--- config.mk ---
export PLATFORM = sky130hd
export DESIGN_NAME = dmem_lsu
export DESIGN_NICKNAME = d
export VERILOG_FILES = /design/src/rtl/dmem_lsu.sv
export SDC_FILE = /design/constraint.sdc
export NUM_CORES = 1
export LEC_CHECK = 0
export ABC_AREA = 1
export CORE_MARGIN = 2
export CORE_UTILIZATION = 30
export DETAILED_ROUTE_END_ITERATION = 8
export MAX_ROUTING_LAYER = met4
export PLACE_DENSITY_LB_ADDON = 0.3
export SYNTH_ARGS = -nofsm -noshare
export SYNTH_HDL_FRONTEND = slang
export SYNTH_SLANG_ARGS = --single-unit
--- constraint.sdc ---
create_clock -name clk -period 4.09 [get_ports clk]
set_input_delay 0.818 -clock clk [delete_from_list [all_inputs] [get_ports clk]]
set_output_delay 0.818 -clock clk [all_outputs]
set_load 0.01 [all_outputs]
--- src/rtl/dmem_lsu.sv ---
// Load/store unit between the core data-move path and the dual-port data RAM.
// In-order request FIFO, one store per cycle, blocking loads with a valid/ready response.
module dmem_lsu #(
    parameter int DW       = 24,
    parameter int AW       = 24,
    parameter int MEM_SIZE = 2048,
    parameter int QDEPTH   = 4
) (
    input  logic          clk,
    input  logic          rst,
    input  logic          req_valid,
    output logic          req_ready,
    input  logic          req_we,
    input  logic [AW-1:0] req_addr,
    input  logic [DW-1:0] req_wdata,
    output logic          rsp_valid,
    input  logic          rsp_ready,
    output logic [DW-1:0] rsp_data,
    output logic          rsp_err,
    output logic [AW-1:0] dwaddr,
    output logic [DW-1:0] dwdata,
    output logic          dwen,
    output logic [AW-1:0] draddr,
    input  logic [DW-1:0] drdata
);
    localparam int PW = $clog2(QDEPTH);
    localparam int CW = PW + 1;
    localparam logic [CW-1:0] FULL      = CW'(QDEPTH);
    localparam logic [AW-1:0] MEM_LIMIT = AW'(MEM_SIZE);

    typedef enum logic [1:0] {IDLE, LWAIT, RHOLD} state_t;

    typedef struct packed {
        logic          we;
        logic [AW-1:0] addr;
        logic [DW-1:0] wdata;
    } req_t;

    state_t        state_q, state_d;
    req_t          fifo_q [QDEPTH];
    req_t          fifo_d [QDEPTH];
    logic [PW-1:0] wr_ptr_q, wr_ptr_d, rd_ptr_q, rd_ptr_d;
    logic [CW-1:0] count_q, count_d;
    logic          rsp_valid_q, rsp_valid_d;
    logic          rsp_err_q, rsp_err_d;
    logic [DW-1:0] rsp_data_q, rsp_data_d;

    logic push, pop, head_vld, head_in_range;
    req_t head;

    assign req_ready     = (count_q != FULL);
    assign push          = req_valid && req_ready;
    assign head_vld      = (count_q != '0);
    assign head          = fifo_q[rd_ptr_q];
    assign head_in_range = (head.addr < MEM_LIMIT);

    assign rsp_valid = rsp_valid_q;
    assign rsp_err   = rsp_err_q;
    assign rsp_data  = rsp_data_q;

    always_comb begin
        state_d     = state_q;
        pop         = 1'b0;
        dwen        = 1'b0;
        dwaddr      = '0;
        dwdata      = '0;
        draddr      = '0;
        rsp_valid_d = rsp_valid_q;
        rsp_err_d   = rsp_err_q;
        rsp_data_d  = rsp_data_q;
        case (state_q)
            IDLE: begin
                if (head_vld) begin
                    pop = 1'b1;
                    if (head.we) begin
                        // Out-of-range stores are consumed without touching the RAM.
                        if (head_in_range) begin
                            dwen   = 1'b1;
                            dwaddr = head.addr;
                            dwdata = head.wdata;
                        end
                    end else if (head_in_range) begin
                        draddr  = head.addr;
                        state_d = LWAIT;
                    end else begin
                        rsp_data_d  = '0;
                        rsp_err_d   = 1'b1;
                        rsp_valid_d = 1'b1;
                        state_d     = RHOLD;
                    end
                end
            end
            LWAIT: begin
                rsp_data_d  = drdata;
                rsp_err_d   = 1'b0;
                rsp_valid_d = 1'b1;
                state_d     = RHOLD;
            end
            RHOLD: begin
                if (rsp_ready) begin
                    rsp_valid_d = 1'b0;
                    state_d     = IDLE;
                end
            end
            default: state_d = IDLE;
        endcase
    end

    always_comb begin
        fifo_d   = fifo_q;
        wr_ptr_d = wr_ptr_q;
        rd_ptr_d = rd_ptr_q;
        if (push) begin
            fifo_d[wr_ptr_q] = '{we: req_we, addr: req_addr, wdata: req_wdata};
            wr_ptr_d         = wr_ptr_q + 1'b1;
        end
        if (pop) begin
            rd_ptr_d = rd_ptr_q + 1'b1;
        end
        count_d = count_q + CW'(push) - CW'(pop);
    end

    always_ff @(posedge clk or posedge rst) begin
        if (rst) begin
            state_q     <= IDLE;
            wr_ptr_q    <= '0;
            rd_ptr_q    <= '0;
            count_q     <= '0;
            rsp_valid_q <= 1'b0;
            rsp_err_q   <= 1'b0;
            rsp_data_q  <= '0;
        end else begin
            state_q     <= state_d;
            wr_ptr_q    <= wr_ptr_d;
            rd_ptr_q    <= rd_ptr_d;
            count_q     <= count_d;
            rsp_valid_q <= rsp_valid_d;
            rsp_err_q   <= rsp_err_d;
            rsp_data_q  <= rsp_data_d;
        end
    end

    // Entry storage carries no reset; occupancy is tracked by the pointers and count.
    always_ff @(posedge clk) begin
        fifo_q <= fifo_d;
    end
endmodule
==> out/results.ini <==
[status]
outcome=complete, no violations

[setup_path]
rr_startpoint=rd_ptr_q[1]$_DFFE_PP0P_
startpoint=rd_ptr_q[0]$_DFFE_PP0P_
start_kind=register
crit_buf_inv=3
cp_cell_sequence=buf_6 > nand2_1 > nand3_1 > nand2_1 > nand2_1 > nor2_1 > nand2_1 > nor2_4 > buf_12 > nand3_4 > nor2_1 > clkdlybuf4s50_1
rrSetupSlack_ps=1420
required_ps=3270
crit_end=dwaddr[2]
r2r_cells=9
path_common_cell=nand2_1
endpoint_kind=primary output
crit_fanout=16
slowest_delay_ps=570
reg2reg_to=rsp_data[23]$_DFFE_PP0P_
crit_cells=12
crit_slowest_cell=clkdlybuf4s50_1
worstSetupPathType=reg -> out
path_delay_family=simple AND/OR/NAND/NOR gates
arrival_ps=3140

[timing]
timing.setup.tns_ps=0
holdWs_ps=452.9
finalClockSkew_ps=13.71
timing.final.crit_period_ps=3956
rsz0062_at_grt=yes
tightestPinTransition_ps=1003
fin_crit_sh_pct=96.72
fin_ws_ps=134.0
fmax_mhz=252.8
maxSlewViolCount=0
maxSlewHeadroom_pct=33.00
hold_viol=0
setup_viol=0

[power_and_ir_drop]
p_switching_mw=2.639
p_leak_nw=4.975
p_sw_share_pct=33.87
combPwrFrac_pct=28.7
internal_power_mw=5.152
power_frac_clock_pct=30.2
ir_worst_vdd_v=0.0003465
finalPower_mw=7.791
p_per_area_nw_per_um2=620.2
power_frac_seq_pct=41.1

[finish]
seq_area_sq_um=6766
fill_cells=3013
final_layout_size_suffix_gt1_share_pct=8.069
multi_input_area_sq_um=2502
fin_area_sq_um=12560
area_growth_pct=29.20
nets=1109

[global_route]
gr-usage-all-layers_pct=13.90
antenna_found_initial=2
overflow=0
grt_max_degree=50
grt_pass1_vias=6232
grt_pass1_wl_um=35300

[clock_network]
cts_max_level=1
clkLatencyLatePin_ps=540
path_clk_slew_ps=60
clkSinkCount=231
cts_root_buffer=clkbuf_16
cts.hold.buffers_added=0
cts_tree=done
numCtsBuffers=27
clockBufferDepth=3

[detailed_routing]
postRouteAntennaNets=0
viasPerCell=4.534
vias=6552
drt_iter0_markers=441
drt_wl_total_um=23440
avgRoutedWirePerCell_um=16.22
first_pass_iters=5
post-route-drc-count=0

[place]
io_buffers=150
place.gp.congestion=0.7527
dpl_cell_area_sq_um=11540
dp_slack_ps=227.5
dpl.hpwl_um=13450

[logic_synthesis]
synth.top_cell.area_share_pct=60.53
synth_largest_area_cell=edfxtp_1
netlist_area_sq_um=9723
synth_edf_count=196
ys_ff_latch=231
synth_ff_type=edfxtp_1
seq_area_frac_synth_pct=69.54
async_reset_ff_share_pct=15.15
yosys-top-cells-area=edfxtp_1 61%, dfrtp_1 9.0%, nand2_1 7.8%
synth_common_cells=203 x nand2_1, 196 x edfxtp_1, 130 x nor2_1, 58 x nand3_1, 48 x o21ai_0
syn_avg_cell_area_sq_um=11.32
yosysWarnings=0
yosysUniqueCellTypes=26
synth_cells=859
yosysMostFrequentCell=nand2_1

[die]
die_h_um=184.0
core_sq_um=31720
ios=177
rows=65
initial_core_util_pct=30.65
die_area_sq_um=33870
dieWidth_um=184.0

[hold_path]
worstHoldPathType=in -> async

[flow_run]
maxCapViolCount=0

flip-flops by register name (all words and copies together) (netlist names):
name / flops
fifo_q: 196
rsp_data: 24
wr_ptr_q: 2
count_q: 3
rd_ptr_q: 2
state_q: 2
rsp_err: 1
rsp_valid: 1
through the flow:
step	utilization [%]	cells
after detailed placement	36.39	1385
after CTS	39.26	1437
after global placement	36.39	1385
after floorplan	-	884
after global routing	39.61	1445
final	39.61	1445
worst min path at each step:
stage	from	endpoint	cells past startpoint
after floorplan	count_q[0]$_DFF_PP0_	count_q[0]$_DFF_PP0_	1
after global placement	rsp_valid$_DFFE_PP0P_	rsp_valid$_DFFE_PP0P_	2
after detailed placement	rsp_valid$_DFFE_PP0P_	rsp_valid$_DFFE_PP0P_	2
after CTS	rst	rsp_data[7]$_DFFE_PP0P_	2
after global routing	rst	rsp_data[7]$_DFFE_PP0P_	2
final	rst	rsp_data[7]$_DFFE_PP0P_	2
cells in the final DEF (no fill, tap or decap), types with 2 or more instances in the layout:
master | netlist | final
a21oi_2 | 0 | 4
edfxtp_1 | 196 | 196
xor2_1 | 4 | 4
clkdlybuf4s50_1 | 0 | 145
a21oi_1 | 36 | 32
o21ai_0 | 48 | 48
a32o_1 | 12 | 12
buf_4 | 30 | 24
dlymetal6s2s_1 | 0 | 5
nand4_1 | 2 | 2
clkinv_2 | 0 | 4
nand3_1 | 58 | 58
nor2_2 | 2 | 2
inv_6 | 0 | 2
ha_1 | 9 | 9
clkbuf_1 | 17 | 7
nand3_4 | 1 | 2
buf_6 | 10 | 2
inv_1 | 45 | 45
conb_1 | 1 | 26
diode_2 | 0 | 2
dfrtp_1 | 35 | 33
nor2_4 | 0 | 5
clkbuf_16 | 0 | 27
clkinv_1 | 0 | 4
bufinv_16 | 0 | 3
nand2_1 | 203 | 203
nor2_1 | 130 | 125
cells by family after synthesis:
family	count (synthesis)	synth area share (%)
AND/OR/NAND/NOR	398	16.46
flip-flops	231	69.54
buffers and inverters	117	6.511
AO/OA/AOI/OAI	97	5.636
adder cells (fa/ha/maj)	10	1.364
XOR/XNOR	5	0.4504
other	1	0.03857
metal layers:
| metal | GRT usage, % | vias to the layer above | share of wire, % |
|---|---|---|---|
| li1 | - | 3190 | - |
| met1 | 16.96 | 3153 | 43 |
| met2 | 23.71 | 174 | 50 |
| met3 | 2.496 | 35 | 5.7 |
| met4 | 3.872 | 0 | 2.1 |
| met5 | - | - | 0 |
area by class of cell:
type | instances | share of cell area (%)
timing repair buffer | 177 | 13.82
tap | 402 | 4.004
clock inverter | 14 | 1.295
clock buffer | 34 | 5.588
antenna | 2 | 0.03984
sequential | 231 | 53.86
multi-input combinational | 538 | 19.92
inverter | 47 | 1.464
timing repair:
action | 4_1_cts | 5_1_grt
endpoints found under the setup margin | 47 | 45
pin swaps | 1 | 1
buffers inserted | 3 | 5
gates cloned | 1 | 1
resized for setup | 4 | 13
power groups by stage:
stage | logic (mW) | clock network, mW | registers [mW]
CTS | 2.24 | 2.40 | 3.21
global placement | 2.15 | 0 | 3.27
finish | 2.24 | 2.35 | 3.20
global route | 2.53 | 2.49 | 3.24
floorplan | 1.61 | 0 | 3.21
detailed placement | 2.16 | 0 | 3.27
No activity file was read; power rests on OpenSTA's default activity.
==> variant (config.mk and constraints unchanged) <==
The 3 states of `state_t` get a one-hot encoding in 3 bits.
--- a/src/rtl/dmem_lsu.sv
+++ b/src/rtl/dmem_lsu.sv
@@ -28,7 +28,7 @@
     localparam logic [CW-1:0] FULL      = CW'(QDEPTH);
     localparam logic [AW-1:0] MEM_LIMIT = AW'(MEM_SIZE);
 
-    typedef enum logic [1:0] {IDLE, LWAIT, RHOLD} state_t;
+    typedef enum logic [2:0] {IDLE = 3'b001, LWAIT = 3'b010, RHOLD = 3'b100} state_t;
 
     typedef struct packed {
         logic          we;
Function: same outputs for any inputs over 4 cycles, from zero or initial values and one cycle with rst high; so few cycles prove little.
==> variant against the original RTL <==
- fmax increased by 3.1%
- wire length shrank 5.9%
- critical path type unchanged
- cell area shrank 3.7%
- clock power fell by 8.9%
- power shrank 4.9%
- first-iteration DRC count fell by 19%
- worst setup slack better by 0.12 ns
- critical path depth down 1
- utilization down 0.25 points
- via count is 7.1% lower
- area after synthesis shrank 3.1%
- sequential cell count is 1 higher
==> variant: results (changes against the original RTL) <==
Outcome
  • Run status: completed

Finish
  • Number of cells in the finished layout apart from fillers: 1359 (-6.0%)
  • Proportion of layout cells with a drive suffix above 1: 7.90% (-0.17 points)
  • Net count reported at finish: 1026 (-7.5%)
  • Signed area change from the synthesized netlist to the final layout: 28.4%
  • Number of filler cells placed in the layout: 2978 (-1.2%)

Pwr
  • Fraction of power spent switching nets: 33.8% (-0.047 points)
  • Worst IR drop on VDD: 489 uV (+41%)
  • Switching power summed over all nets: 2510 uW (-5.0%)
  • Comb pwr: 2090 uW (-7%)
  • Lkg Pwr: 0.00451 uW (-9.4%)

Setup path
  • Worst reg2reg setup slack: 1.84 ns (+0.42 ns)
  • Crit path to: dwdata[22]
  • Critical-path maximum fanout: 35 (+19)

Route
  • DRC marker count from the first detailed-route iteration: 357 (-19%)
  • Avg WL per Cell: 16.2 um (about the same)
  • Via count normalized by instance count: 4.48 (-1.2%)

Global route
  • Number of antenna violations at the first check in global routing: 1 (-1)
  • Via count of the first global-routing pass: 6123 (-1.7%)
  • Largest net degree at the start of global routing: 71 (+42%)
  • Wire length of the first global-routing pass: 34700 um (-1.6%)

Place
  • Last weighted congestion value of the routability-driven placer: 0.694 (-7.8%)
  • HPWL after DPL: 13100 um (-2.7%)
  • Area post-placement: 11300 um2 (-2.2%)
  • Pre-CTS setup slack: 0.588 ns (+0.360 ns)
  • Cell Count Post-Placement: 1310 (-5.4%)

Synth
  • Post-synthesis async set-or-reset flop share: 15.5% (+0.37 points)
  • Proportion of synthesized chip area in sequential cells: 72.0% (+2.5 points)
  • Number of instances in the synthesized netlist: 786 (-8.5%)
  • Yosys cell types: 32 (+23%)
  • Top post-synthesis cells by area: edfxtp_1, dfrtp_1, nand2_1, nor2_1, o21ai_0

CTS
  • Total setup buffers inserted after CTS: 0 (-3)
  • CTS Buf Count: 26 (-3.7%)

STA
  • Setup Skew: 0.0232 ns (+0.00946 ns)
  • Shortest clock period the worst path allows after layout: 3.84 ns (-0.118 ns)
  • Transition at the pin with the smallest max-transition slack: 0.669 ns (-0.334 ns)
variant: how the worst min path moves through the flow:
stage	end	cells past startpoint	from	slack, ns
after floorplan	count_q[0]	1	count_q[0]	0.48
after global placement	rsp_data[9]	2	rsp_data[9]	0.45
after detailed placement	rsp_data[0]	2	rsp_data[0]	0.46
after CTS	rsp_data[16]	2	rsp_data[16]	0.47
after global routing	rsp_data[23]	2	rsp_data[23]	0.49
final	rsp_data[16]	2	rsp_data[16]	0.47
variant: area by class of cell:
type                       count  area (um2)  share of cell area (%)
clock buffer                  33         687                    5.68
multi-input combinational    491        2250                    18.6
timing repair buffer         168        1670                    13.8
tap                          396         495                    4.09
sequential                   232        6790                    56.1
antenna                        1        2.50                  0.0207
inverter                      23        91.3                   0.755
clock inverter                15         110                   0.910
variant: layer usage:
metal | vias up | GRT usage (%) | wire length, um
li1 | 2952 | - | -
met1 | 2893 | 17.9 | 10100
met2 | 213 | 22.1 | 10200
met3 | 29 | 3.06 | 1390
met4 | 0 | 2.89 | 429
met5 | - | - | 0
variant: logic make-up (layout without fill, tap and decap cells):
group,Yosys count,after routing,share of synthesized area [%]
compound gates,100,100,5.99
xor+xnor,5,5,0.465
fa+ha+maj,7,7,1.01
buf+inv,88,239,5.44
flops,232,232,72.0
other cells,1,27,0.0398
simple gates,353,353,15.0
variant: repair_timing:
item                                    in CTS  in global routing
endpoints found under the setup margin       0                 46
hold buffers                                 0                  0
gates resized for setup                      0                  7
variant: worst max-delay path, stage by stage (launching register included):
cell and delay, ns:
dfrtp_4 0.49, buf_4 0.25, nand2_1 0.10, nand3_1 0.08, nand2_1 0.10, nand2_1 0.09
nor2_2 0.14, nand3_2 0.11, nor2_4 0.12, inv_4 0.16, a21oi_1 0.24, clkdlybuf4s50_1 0.58
